<file path="config.mk">
export PLATFORM = sky130hd
export DESIGN_NAME = ct_spsram_8192x32_ctrl_flat
export DESIGN_NICKNAME = d
export VERILOG_FILES = /design/src/rtl/ct_spsram_8192x32_ctrl_if.sv /design/src/rtl/ct_spsram_8192x32_ctrl.sv /design/src/flat_wrapper.sv
export SDC_FILE = /design/constraint.sdc
export NUM_CORES = 1
export LEC_CHECK = 0
export BUFFER_PORTS_ARGS = -buffer_cell sky130_fd_sc_hd__buf_2
export CORE_MARGIN = 8
export CORE_UTILIZATION = 45
export CTS_BUF_LIST = sky130_fd_sc_hd__clkbuf_16
export DETAILED_ROUTE_END_ITERATION = 7
export PLACE_DENSITY_LB_ADDON = 0.15
export SYNTH_ARGS = -nofsm -noshare
export SYNTH_HDL_FRONTEND = slang
export SYNTH_SLANG_ARGS = --single-unit
</file>
<file path="constraint.sdc">
create_clock -name forever_cpuclk -period 3.45 [get_ports forever_cpuclk]
set_input_delay 0.1725 -clock forever_cpuclk [delete_from_list [all_inputs] [get_ports forever_cpuclk]]
set_output_delay 0.1725 -clock forever_cpuclk [all_outputs]
set_load 0.05 [all_outputs]
</file>
<file path="src/rtl/ct_spsram_8192x32_ctrl_if.sv">
`default_nettype none
`timescale 1ns/1ps
// ============================================================================
// ct_spsram_8192x32_ctrl_if : request/response bus of the SRAM front-end
// Revision: 1.0
// ============================================================================
interface ct_spsram_8192x32_ctrl_if #(
  parameter int ADDR_WIDTH = 13,
  parameter int DATA_WIDTH = 32
);
  logic                      req_vld;
  logic                      req_rdy;
  logic                      req_wr;
  logic [ADDR_WIDTH-1:0]     req_addr;
  logic [DATA_WIDTH-1:0]     req_wdata;
  logic [DATA_WIDTH/8-1:0]   req_be;
  logic                      rsp_vld;
  logic                      rsp_rdy;
  logic [DATA_WIDTH-1:0]     rsp_rdata;

  modport master (
    output req_vld, req_wr, req_addr, req_wdata, req_be, rsp_rdy,
    input  req_rdy, rsp_vld, rsp_rdata
  );

  modport slave (
    input  req_vld, req_wr, req_addr, req_wdata, req_be, rsp_rdy,
    output req_rdy, rsp_vld, rsp_rdata
  );
endinterface
`default_nettype wire

</file>
<file path="src/rtl/ct_spsram_8192x32_ctrl.sv">
`default_nettype none
`timescale 1ns/1ps
// ============================================================================
// ct_spsram_8192x32_ctrl : valid/ready front-end for the 8192x32 SP-SRAM with
//                          3-entry read response FIFO and zero-fill on init.
// Revision: 1.0
// ============================================================================
module ct_spsram_8192x32_ctrl #(
  parameter int ADDR_WIDTH = 13,
  parameter int DATA_WIDTH = 32
) (
  input  wire logic                   forever_cpuclk,
  input  wire logic                   cpurst,
  input  wire logic                   init_req,
  output logic                        init_busy,
  ct_spsram_8192x32_ctrl_if.slave     bus,
  output logic [ADDR_WIDTH-1:0]       sram_a,
  output logic                        sram_cen,
  output logic                        sram_gwen,
  output logic [DATA_WIDTH-1:0]       sram_wen,
  output logic [DATA_WIDTH-1:0]       sram_d,
  input  wire logic [DATA_WIDTH-1:0]  sram_q
);

  localparam int                    c_BE_WIDTH   = DATA_WIDTH / 8;
  localparam logic [2:0]            c_FIFO_DEPTH = 3'd3;
  localparam logic [1:0]            c_LAST_PTR   = 2'd2;
  localparam logic [ADDR_WIDTH-1:0] c_INIT_LAST  = '1;

  typedef enum logic [1:0] {
    ST_INIT  = 2'd0,
    ST_RUN   = 2'd1,
    ST_DRAIN = 2'd2
  } state_t;

  state_t                  r_state;
  state_t                  w_state_nxt;
  logic [ADDR_WIDTH-1:0]   r_init_cnt;
  logic                    r_rd_inflight;
  logic [DATA_WIDTH-1:0]   r_fifo_mem [0:2];
  logic [1:0]              r_wr_ptr;
  logic [1:0]              r_rd_ptr;
  logic [1:0]              r_fifo_cnt;

  logic                    w_req_rdy;
  logic                    w_accept;
  logic                    w_rd_accept;
  logic                    w_push;
  logic                    w_pop;
  logic                    w_fifo_nempty;
  logic [DATA_WIDTH-1:0]   w_wen_write;

  // Ready looks only at registered state, so it never depends on req_vld/rsp_rdy.
  assign w_req_rdy     = (r_state == ST_RUN) &&
                         (({1'b0, r_fifo_cnt} + {2'b00, r_rd_inflight}) < c_FIFO_DEPTH);
  assign w_accept      = bus.req_vld & w_req_rdy;
  assign w_rd_accept   = w_accept & ~bus.req_wr;
  assign w_push        = r_rd_inflight;
  assign w_fifo_nempty = (r_fifo_cnt != 2'd0);
  assign w_pop         = w_fifo_nempty & bus.rsp_rdy;

  assign bus.req_rdy   = w_req_rdy;
  assign bus.rsp_vld   = w_fifo_nempty;
  assign bus.rsp_rdata = w_fifo_nempty ? r_fifo_mem[r_rd_ptr] : '0;
  assign init_busy     = (r_state != ST_RUN);

  for (genvar gi = 0; gi < c_BE_WIDTH; gi++) begin : g_wen
    assign w_wen_write[8*gi +: 8] = {8{~bus.req_be[gi]}};
  end

  always_ff @(posedge forever_cpuclk or posedge cpurst) begin
    if (cpurst) begin
      r_state <= ST_INIT;
    end else begin
      r_state <= w_state_nxt;
    end
  end

  always_comb begin
    w_state_nxt = r_state;
    sram_a      = bus.req_addr;
    sram_d      = bus.req_wdata;
    sram_cen    = 1'b1;
    sram_gwen   = 1'b1;
    sram_wen    = '1;

    unique case (r_state)
      ST_INIT:  if (r_init_cnt == c_INIT_LAST) w_state_nxt = ST_RUN;
      ST_RUN:   if (init_req) w_state_nxt = ST_DRAIN;
      ST_DRAIN: if (!r_rd_inflight) w_state_nxt = ST_INIT;
      default:  w_state_nxt = ST_INIT;
    endcase

    // Pins are forced idle for as long as reset is held, regardless of state.
    if (cpurst) begin
      sram_cen = 1'b1;
    end else if (r_state == ST_INIT) begin
      sram_a    = r_init_cnt;
      sram_d    = '0;
      sram_cen  = 1'b0;
      sram_gwen = 1'b0;
      sram_wen  = '0;
    end else if (w_accept) begin
      if (bus.req_wr) begin
        sram_gwen = 1'b0;
        sram_wen  = w_wen_write;
        sram_cen  = ~(|bus.req_be);
      end else begin
        sram_cen  = 1'b0;
      end
    end
  end

  always_ff @(posedge forever_cpuclk or posedge cpurst) begin
    if (cpurst) begin
      r_init_cnt    <= '0;
      r_rd_inflight <= 1'b0;
      r_wr_ptr      <= 2'd0;
      r_rd_ptr      <= 2'd0;
      r_fifo_cnt    <= 2'd0;
    end else begin
      r_init_cnt    <= (r_state == ST_INIT) ? r_init_cnt + 1'b1 : '0;
      r_rd_inflight <= w_rd_accept;
      if (w_push) begin
        r_wr_ptr <= (r_wr_ptr == c_LAST_PTR) ? 2'd0 : r_wr_ptr + 2'd1;
      end
      if (w_pop) begin
        r_rd_ptr <= (r_rd_ptr == c_LAST_PTR) ? 2'd0 : r_rd_ptr + 2'd1;
      end
      unique case ({w_push, w_pop})
        2'b10:   r_fifo_cnt <= r_fifo_cnt + 2'd1;
        2'b01:   r_fifo_cnt <= r_fifo_cnt - 2'd1;
        default: r_fifo_cnt <= r_fifo_cnt;
      endcase
    end
  end

  // Entry storage needs no reset: only slots below the count are ever visible.
  always_ff @(posedge forever_cpuclk) begin
    if (w_push) begin
      r_fifo_mem[r_wr_ptr] <= sram_q;
    end
  end

endmodule
`default_nettype wire

</file>
<file path="src/flat_wrapper.sv">
// flat-port wrapper written by rule: the top's interface ports become plain ports
module ct_spsram_8192x32_ctrl_flat 
#(
  parameter int ADDR_WIDTH = 13,
  parameter int DATA_WIDTH = 32
)
  (forever_cpuclk, cpurst, init_req, init_busy, sram_a, sram_cen, sram_gwen, sram_wen, sram_d, sram_q, bus_req_vld, bus_req_wr, bus_req_addr, bus_req_wdata, bus_req_be, bus_rsp_rdy, bus_req_rdy, bus_rsp_vld, bus_rsp_rdata);
  ct_spsram_8192x32_ctrl_if #(.ADDR_WIDTH(ADDR_WIDTH), .DATA_WIDTH(DATA_WIDTH)) bus_i ();
  input  wire logic forever_cpuclk;
  input  wire logic cpurst;
  input  wire logic init_req;
  output logic init_busy;
  output logic [ADDR_WIDTH-1:0] sram_a;
  output logic sram_cen;
  output logic sram_gwen;
  output logic [DATA_WIDTH-1:0] sram_wen;
  output logic [DATA_WIDTH-1:0] sram_d;
  input  wire logic [DATA_WIDTH-1:0] sram_q;
  input wire logic [$bits(bus_i.req_vld)-1:0] bus_req_vld;
  input wire logic [$bits(bus_i.req_wr)-1:0] bus_req_wr;
  input wire logic [$bits(bus_i.req_addr)-1:0] bus_req_addr;
  input wire logic [$bits(bus_i.req_wdata)-1:0] bus_req_wdata;
  input wire logic [$bits(bus_i.req_be)-1:0] bus_req_be;
  input wire logic [$bits(bus_i.rsp_rdy)-1:0] bus_rsp_rdy;
  output wire logic [$bits(bus_i.req_rdy)-1:0] bus_req_rdy;
  output wire logic [$bits(bus_i.rsp_vld)-1:0] bus_rsp_vld;
  output wire logic [$bits(bus_i.rsp_rdata)-1:0] bus_rsp_rdata;
  assign bus_i.req_vld = bus_req_vld;
  assign bus_i.req_wr = bus_req_wr;
  assign bus_i.req_addr = bus_req_addr;
  assign bus_i.req_wdata = bus_req_wdata;
  assign bus_i.req_be = bus_req_be;
  assign bus_i.rsp_rdy = bus_rsp_rdy;
  assign bus_req_rdy = bus_i.req_rdy;
  assign bus_rsp_vld = bus_i.rsp_vld;
  assign bus_rsp_rdata = bus_i.rsp_rdata;
  ct_spsram_8192x32_ctrl #(.ADDR_WIDTH(ADDR_WIDTH), .DATA_WIDTH(DATA_WIDTH)) u_core (.forever_cpuclk(forever_cpuclk), .cpurst(cpurst), .init_req(init_req), .init_busy(init_busy), .bus(bus_i), .sram_a(sram_a), .sram_cen(sram_cen), .sram_gwen(sram_gwen), .sram_wen(sram_wen), .sram_d(sram_d), .sram_q(sram_q));
endmodule
</file>
==> impl_metrics.py, run 1 <==
metrics = {
    "synthesis": {
        "synthTopCellsByArea": "edfxtp_1 53%, dfrtp_1 10%, mux2_2 9.3%",
        "yosysTopAreaCell": "edfxtp_1",
        "syn_area_sq_um": 5460,
        "yosysWarnings": 0,
        "synth_top_area_share_pct": 52.8,
        "ys_seq_elements": 118,
        "synth.avg_cell_area_sq_um": 13.7,
        "synthCells": 397,
        "ys_seq_area_share_pct": 62.9,
        "synth.most_common_cell": "edfxtp_1",
        "synth_edf_count": 96,
        "synth_nets": 488,
        "ys_async_sr_fraction_pct": 18.6,
        "ys.flop_type": "edfxtp_1",
        "synth.top_cells.by_count": "96 x edfxtp_1, 45 x mux2_2, 44 x nor2_1, 34 x mux2i_1, 32 x nor2b_1",
        "ys_types": 38,
    },
    "route": {
        "first_pass_iters": 4,
        "vias": 3840,
        "drtAntennaViolNets": 0,
        "viasPerCell": 4.99,
        "wl_per_cell_microns": 17.4,
        "dr.first_iter.drc_count": 233,
        "route.final.wire_length_mm": 13.4,
        "drc": 0,
    },
    "clocking": {
        "clkTransAtPathRegs_ns": 0.05,
        "htreeDepth": 4,
        "cts_sinks": 118,
        "cts.path.max_buffers": 2,
        "postCtsSetupRepairBufs": 0,
        "numCtsBuffers": 17,
        "root_buffer": "clkbuf_16",
        "cts_tree": "done",
        "worstSkewPairLatency_ns": 0.40,
    },
    "floorplan": {
        "die_h_microns": 126,
        "initial_core_util_pct": 45.8,
        "io_pins": 201,
        "rows": 40,
        "die_area_sq_um": 15900,
        "die_x_microns": 126,
        "core_sq_um": 11900,
    },
    "critical_path": {
        "r2r-end": "u_core.r_fifo_mem[0][12]",
        "cp_max_fo": 8,
        "crit_path_end_kind": "output port",
        "cp_data_arrival_time_ns": 2.61,
        "worst-setup-path-type": "reg2out",
        "reg2reg_depth": 3,
        "cp-start-kind": "register",
        "r2r-start": "u_core.r_rd_inflight",
        "worstPathRequired_ns": 3.28,
        "rrSetupSlack_ns": 1.62,
    },
    "timing": {
        "setup_violations": 0,
        "clock.fmax_mhz": 360,
        "setup_slack_ns": 0.671,
        "slew_headroom_pct": 29.2,
        "hold_violations": 0,
        "rsz0062_at_grt": "no",
        "fin_crit_ns": 2.78,
        "skew_ns": 0.00860,
        "period_share_pct": 80.6,
        "slew_viol_final": 0,
        "setup_tns_ns": 0,
        "tightest_slew_ns": 1.06,
    },
    "placed_design": {
        "io_buffers": 200,
        "dp_hpwl_mm": 9.29,
        "globalplace.congestion": 0.859,
        "dp_slack_ns": 1.07,
    },
    "pwr": {
        "power_density_nw_per_um2": 755,
        "power.total_uw": 5540,
        "max-vdd-ir-drop_mv": 0.358,
        "p_leak_uw": 0.00313,
    },
    "run_status": {
        "outcome": "complete, no violations",
    },
    "job": {
        "drv_cap": 0,
    },
    "layout": {
        "drive_gt1_share_pct": 45.7,
        "regArea_sq_um": 3440,
        "diodes": 0,
        "syn_to_final_growth_pct": 34.3,
        "nNetsFinal": 700,
        "nFillCells": 942,
        "multi_input_area_sq_um": 1710,
    },
    "grt": {
        "grt-ovfl-total": 0,
        "grt_pass1_vias": 4339,
        "grt_pass1_wl_mm": 21.7,
        "grt_max_degree": 52,
        "track_usage_pct": 17.2,
        "antenna_found_initial": 0,
    },
    "hold_path": {
        "hp-class": "in2async",
    },
}
[how the worst max path moves through the flow]
stage          slack (ns)                 endpoint                  from
2_1_floorplan        0.06  u_core.r_fifo_mem[1][0]  u_core.r_rd_inflight
3_3_place_gp         1.17             sram_wen[26]  u_core.r_fifo_cnt[0]
3_5_place_dp         1.07             sram_wen[30]  u_core.r_fifo_cnt[0]
4_1_cts              0.63             sram_wen[30]  u_core.r_fifo_cnt[0]
5_1_grt              0.47             sram_wen[25]  u_core.r_fifo_cnt[0]
6_report             0.67             sram_wen[30]  u_core.r_fifo_cnt[0]
[flip-flops by register name, indices dropped and copies added, names as in the netlist]
register and count:
u_core.r_fifo_mem 96, u_core.r_wr_ptr 2, u_core.r_rd_ptr 2, u_core.r_fifo_cnt 2, u_core.r_state 2, u_core.r_init_cnt 13
u_core.r_rd_inflight 1
[cell usage in the layout, fill, tap and decap left out, types with 9 or more instances in the layout]
| master | n |
|---|---|
| nor2_1 | 42 |
| mux2i_1 | 34 |
| inv_1 | 11 |
| nand2_1 | 9 |
| dfrtp_1 | 20 |
| edfxtp_1 | 96 |
| dlygate4sd3_1 | 34 |
| mux2_2 | 45 |
| a21oi_1 | 9 |
| buf_2 | 200 |
| clkbuf_16 | 17 |
| nor2b_1 | 32 |
[stage by stage]
step	hold slack, ns	cell area, sq um	std cells	util (%)
2_1_floorplan	0.162	5460	397	-
3_3_place_gp	0.365	6390	703	53.7
3_5_place_dp	0.364	6390	703	53.7
4_1_cts	0.0361	7330	769	61.5
5_1_grt	0.0509	7330	769	61.5
6_report	0.0132	7330	769	61.5
[power by group]
| group | switching [uW] | total [uW] | internal [uW] |
|---|---|---|---|
| combinational | 1430 | 2040 | 609 |
| sequential | 179 | 1750 | 1570 |
| clock | 569 | 1750 | 1180 |
| total | 2180 | 5540 | 3360 |
[critical path, stage by stage (launching register included)]
cell,delay (ns)
dfrtp_1,0.44
ha_1,0.23
ha_1,0.27
a21o_1,0.21
nor3_1,0.42
a21oi_1,0.33
buf_2,0.31
[cell type report]
class | instances | area share [%]
sequential | 118 | 46.9
inverter | 8 | 0.410
clock inverter | 15 | 2.32
timing repair buffer | 238 | 18.7
tap | 147 | 2.51
clock buffer | 17 | 5.80
multi-input combinational | 226 | 23.4
[cells by family (layout without fill, tap and decap cells)]
group,after synthesis,after routing,synth area share (%)
compound gates,26,26,2.87
buf+inv,53,278,6.08
mux,79,79,15.5
flops,118,118,62.9
fa+ha+maj,4,4,0.917
simple gates,111,111,10.8
xor+xnor,6,6,0.963
[routing by layer]
metal / GRT usage [%] / vias up / share of wire (%) / wire, microns
met2: 31.4 / 152 / 52 / 6970
met4: 6.86 / 0 / 2.1 / 285
met5: 0 / - / 0 / 0
met1: 17.7 / 1842 / 40 / 5290
li1: - / 1829 / - / -
met3: 5.91 / 17 / 6.1 / 808
[repair_timing]
| item | in CTS | in global routing |
|---|---|---|
| hold buffers | 34 | 0 |
| gates resized for setup | 0 | 0 |
| setup endpoints to repair | 0 | 0 |
| hold endpoints to repair | 98 | 0 |
No activity file was read; power rests on OpenSTA's default activity.
==> run 2, diff against run 1 <==
- CORE_UTILIZATION: 45 -> 50
- clock period: 3.45 -> 2.9 ns (I/O delays scaled with it)
==> impl_metrics.py, run 2 (synthesis results as in run 1) <==
metrics = {
    "placed_design": {
        "dp_cells": 700,
        "globalplace.congestion": 0.808,
        "dpl_cell_area_sq_um": 6480,
        "dp_hpwl_mm": 9.38,
        "io_buffers": 200,
    },
    "critical_path": {
        "cp_data_arrival_time_ns": 2.56,
        "cp_max_fo": 8,
        "crit_chain": "ha_1 -> ha_1 -> a21o_1 -> nor3_2 -> a21oi_1 -> buf_2",
        "slowest_delay_ns": 0.57,
        "worstPathRequired_ns": 2.76,
        "cp-start-kind": "register",
        "slowest_stage": "a21oi_1",
        "crit_path_end_kind": "output port",
        "crit_path_frequent_cell": "ha_1",
        "crit_family": "compound AO/OA/AOI/OAI gates",
        "worst-setup-path-type": "reg2out",
        "cp_num_buf_inv": 1,
    },
    "clocking": {
        "cts.path.max_buffers": 2,
        "clkTransAtPathRegs_ns": 0.05,
        "htreeDepth": 4,
        "cts_tree": "done",
        "worstSkewPairLatency_ns": 0.40,
        "numCtsBuffers": 17,
        "root_buffer": "clkbuf_16",
        "cts_sinks": 118,
    },
    "floorplan": {
        "initial_core_util_pct": 50.8,
        "core_sq_um": 10700,
        "die_area_sq_um": 14500,
        "io_pins": 201,
        "rows": 38,
        "die_x_microns": 120,
        "die_h_microns": 120,
    },
    "timing": {
        "setup_violations": 0,
        "skew_ns": 0.00729,
        "clock.fmax_mhz": 370,
        "tightest_slew_ns": 0.872,
        "whs_ns": 0.00822,
        "slew_viol_final": 0,
        "rsz0062_at_grt": "no",
        "period_share_pct": 93.2,
        "setup_tns_ns": 0,
        "fin_crit_ns": 2.70,
        "hold_violations": 0,
        "slew_headroom_pct": 41.8,
    },
    "route": {
        "drc": 0,
        "drtAntennaViolNets": 0,
        "route.final.wire_length_mm": 13.3,
        "first_pass_iters": 4,
        "wl_per_cell_microns": 17.3,
        "vias": 3810,
        "dr.first_iter.drc_count": 203,
        "viasPerCell": 4.97,
    },
    "layout": {
        "drive_gt1_share_pct": 47.0,
        "layout_common_cells": "200 x buf_2, 96 x edfxtp_1, 45 x mux2_2",
        "multi_input_area_sq_um": 1730,
        "nFillCells": 788,
        "nNetsFinal": 704,
        "final_common_cell": "buf_2",
        "syn_to_final_growth_pct": 36.5,
        "largestRegisters": "u_core.r_fifo_mem (96), u_core.r_init_cnt (13)",
        "final_area_sq_um": 7450,
        "regArea_sq_um": 3430,
        "diodes": 0,
        "final_cells": 766,
        "regMostFlops": "u_core.r_fifo_mem",
        "largest_register_ffs": 96,
    },
    "pwr": {
        "power_density_nw_per_um2": 906,
        "internal-power_uw": 4080,
        "pwr-share-clk_pct": 32.3,
        "p_leak_uw": 0.00317,
        "netSwitchingPower_uw": 2670,
        "power.switching_fraction_pct": 39.6,
        "max-vdd-ir-drop_mv": 0.609,
        "p_comb_share_pct": 38.9,
        "p_seq_share_pct": 28.8,
    },
    "job": {
        "drv_cap": 0,
    },
    "grt": {
        "grt_pass1_vias": 4228,
        "grt_max_degree": 35,
        "track_usage_pct": 18.7,
        "grt_pass1_wl_mm": 21.2,
        "antenna_found_initial": 0,
        "grt-ovfl-total": 0,
    },
    "hold_path": {
        "hp-class": "in2async",
    },
    "run_status": {
        "outcome": "complete, no violations",
    },
}
-- run 2: changes by cell type in the layout (fill, tap and decap cells not counted), sizes merged --
cell and delta:
clkinvlp +3, clkinv -4, buf +4, inv +1
-- run 2: metal layers --
layer	track usage [%]	wire, microns	up-vias	part of all wire [%]
met5	0	0	-	0
met4	7.10	161	0	1.2
met3	6.11	933	15	7.0
met2	33.5	7110	141	54
met1	20.0	5080	1810	38
li1	-	-	1844	-
-- run 2: timing repair --
item,4_1_cts,5_1_grt
buffers inserted,0,0
gates resized for setup,0,1
hold buffers,34,0
endpoints found under the setup margin,0,24
hold endpoints to repair,98,0
-- run 2: area by class of cell --
| cell class | count | share of cell area [%] |
|---|---|---|
| Sequential cell | 118 | 46.1 |
| Multi-Input combinational cell | 226 | 23.2 |
| Timing Repair Buffer | 242 | 19.5 |
| Clock buffer | 17 | 5.71 |
| Clock inverter | 15 | 2.74 |
| Tap cell | 140 | 2.35 |
| Inverter | 8 | 0.403 |
-- run 2: worst paths after layout --
kind                                        start                 endpoint  slack, ns  depth (start not counted)
max                          u_core.r_fifo_cnt[0]             sram_wen[11]       0.20                          6
min                                        cpurst        u_core.r_state[1]      0.008                          2
max reg2reg                  u_core.r_rd_inflight  u_core.r_fifo_mem[1][2]       1.12                          3
min reg2reg                  u_core.r_init_cnt[0]     u_core.r_init_cnt[0]       0.53                          1
max in group asynchronous                  cpurst       u_core.r_rd_ptr[1]       2.30                          2
min in group forever_cpuclk           bus_req_vld     u_core.r_rd_inflight       0.05                          2
-- run 2: power by group through the flow --
stage | logic [uW] | registers, uW | clock network (uW)
2_1_floorplan | 2050 | 1920 | 0
3_5_place_dp | 2600 | 1980 | 0
5_1_grt | 2770 | 1950 | 2290
4_1_cts | 2650 | 1950 | 2220
3_3_place_gp | 2590 | 1970 | 0
6_report | 2630 | 1950 | 2180
-- run 2: through the flow --
step	util, %	setup WS (ns)	power, uW
2_1_floorplan	-	0.206	3970
3_3_place_gp	60.3	0.626	4560
3_5_place_dp	60.3	0.563	4580
4_1_cts	69.3	0.108	6820
5_1_grt	69.3	0.0431	7020
6_report	69.3	0.197	6750
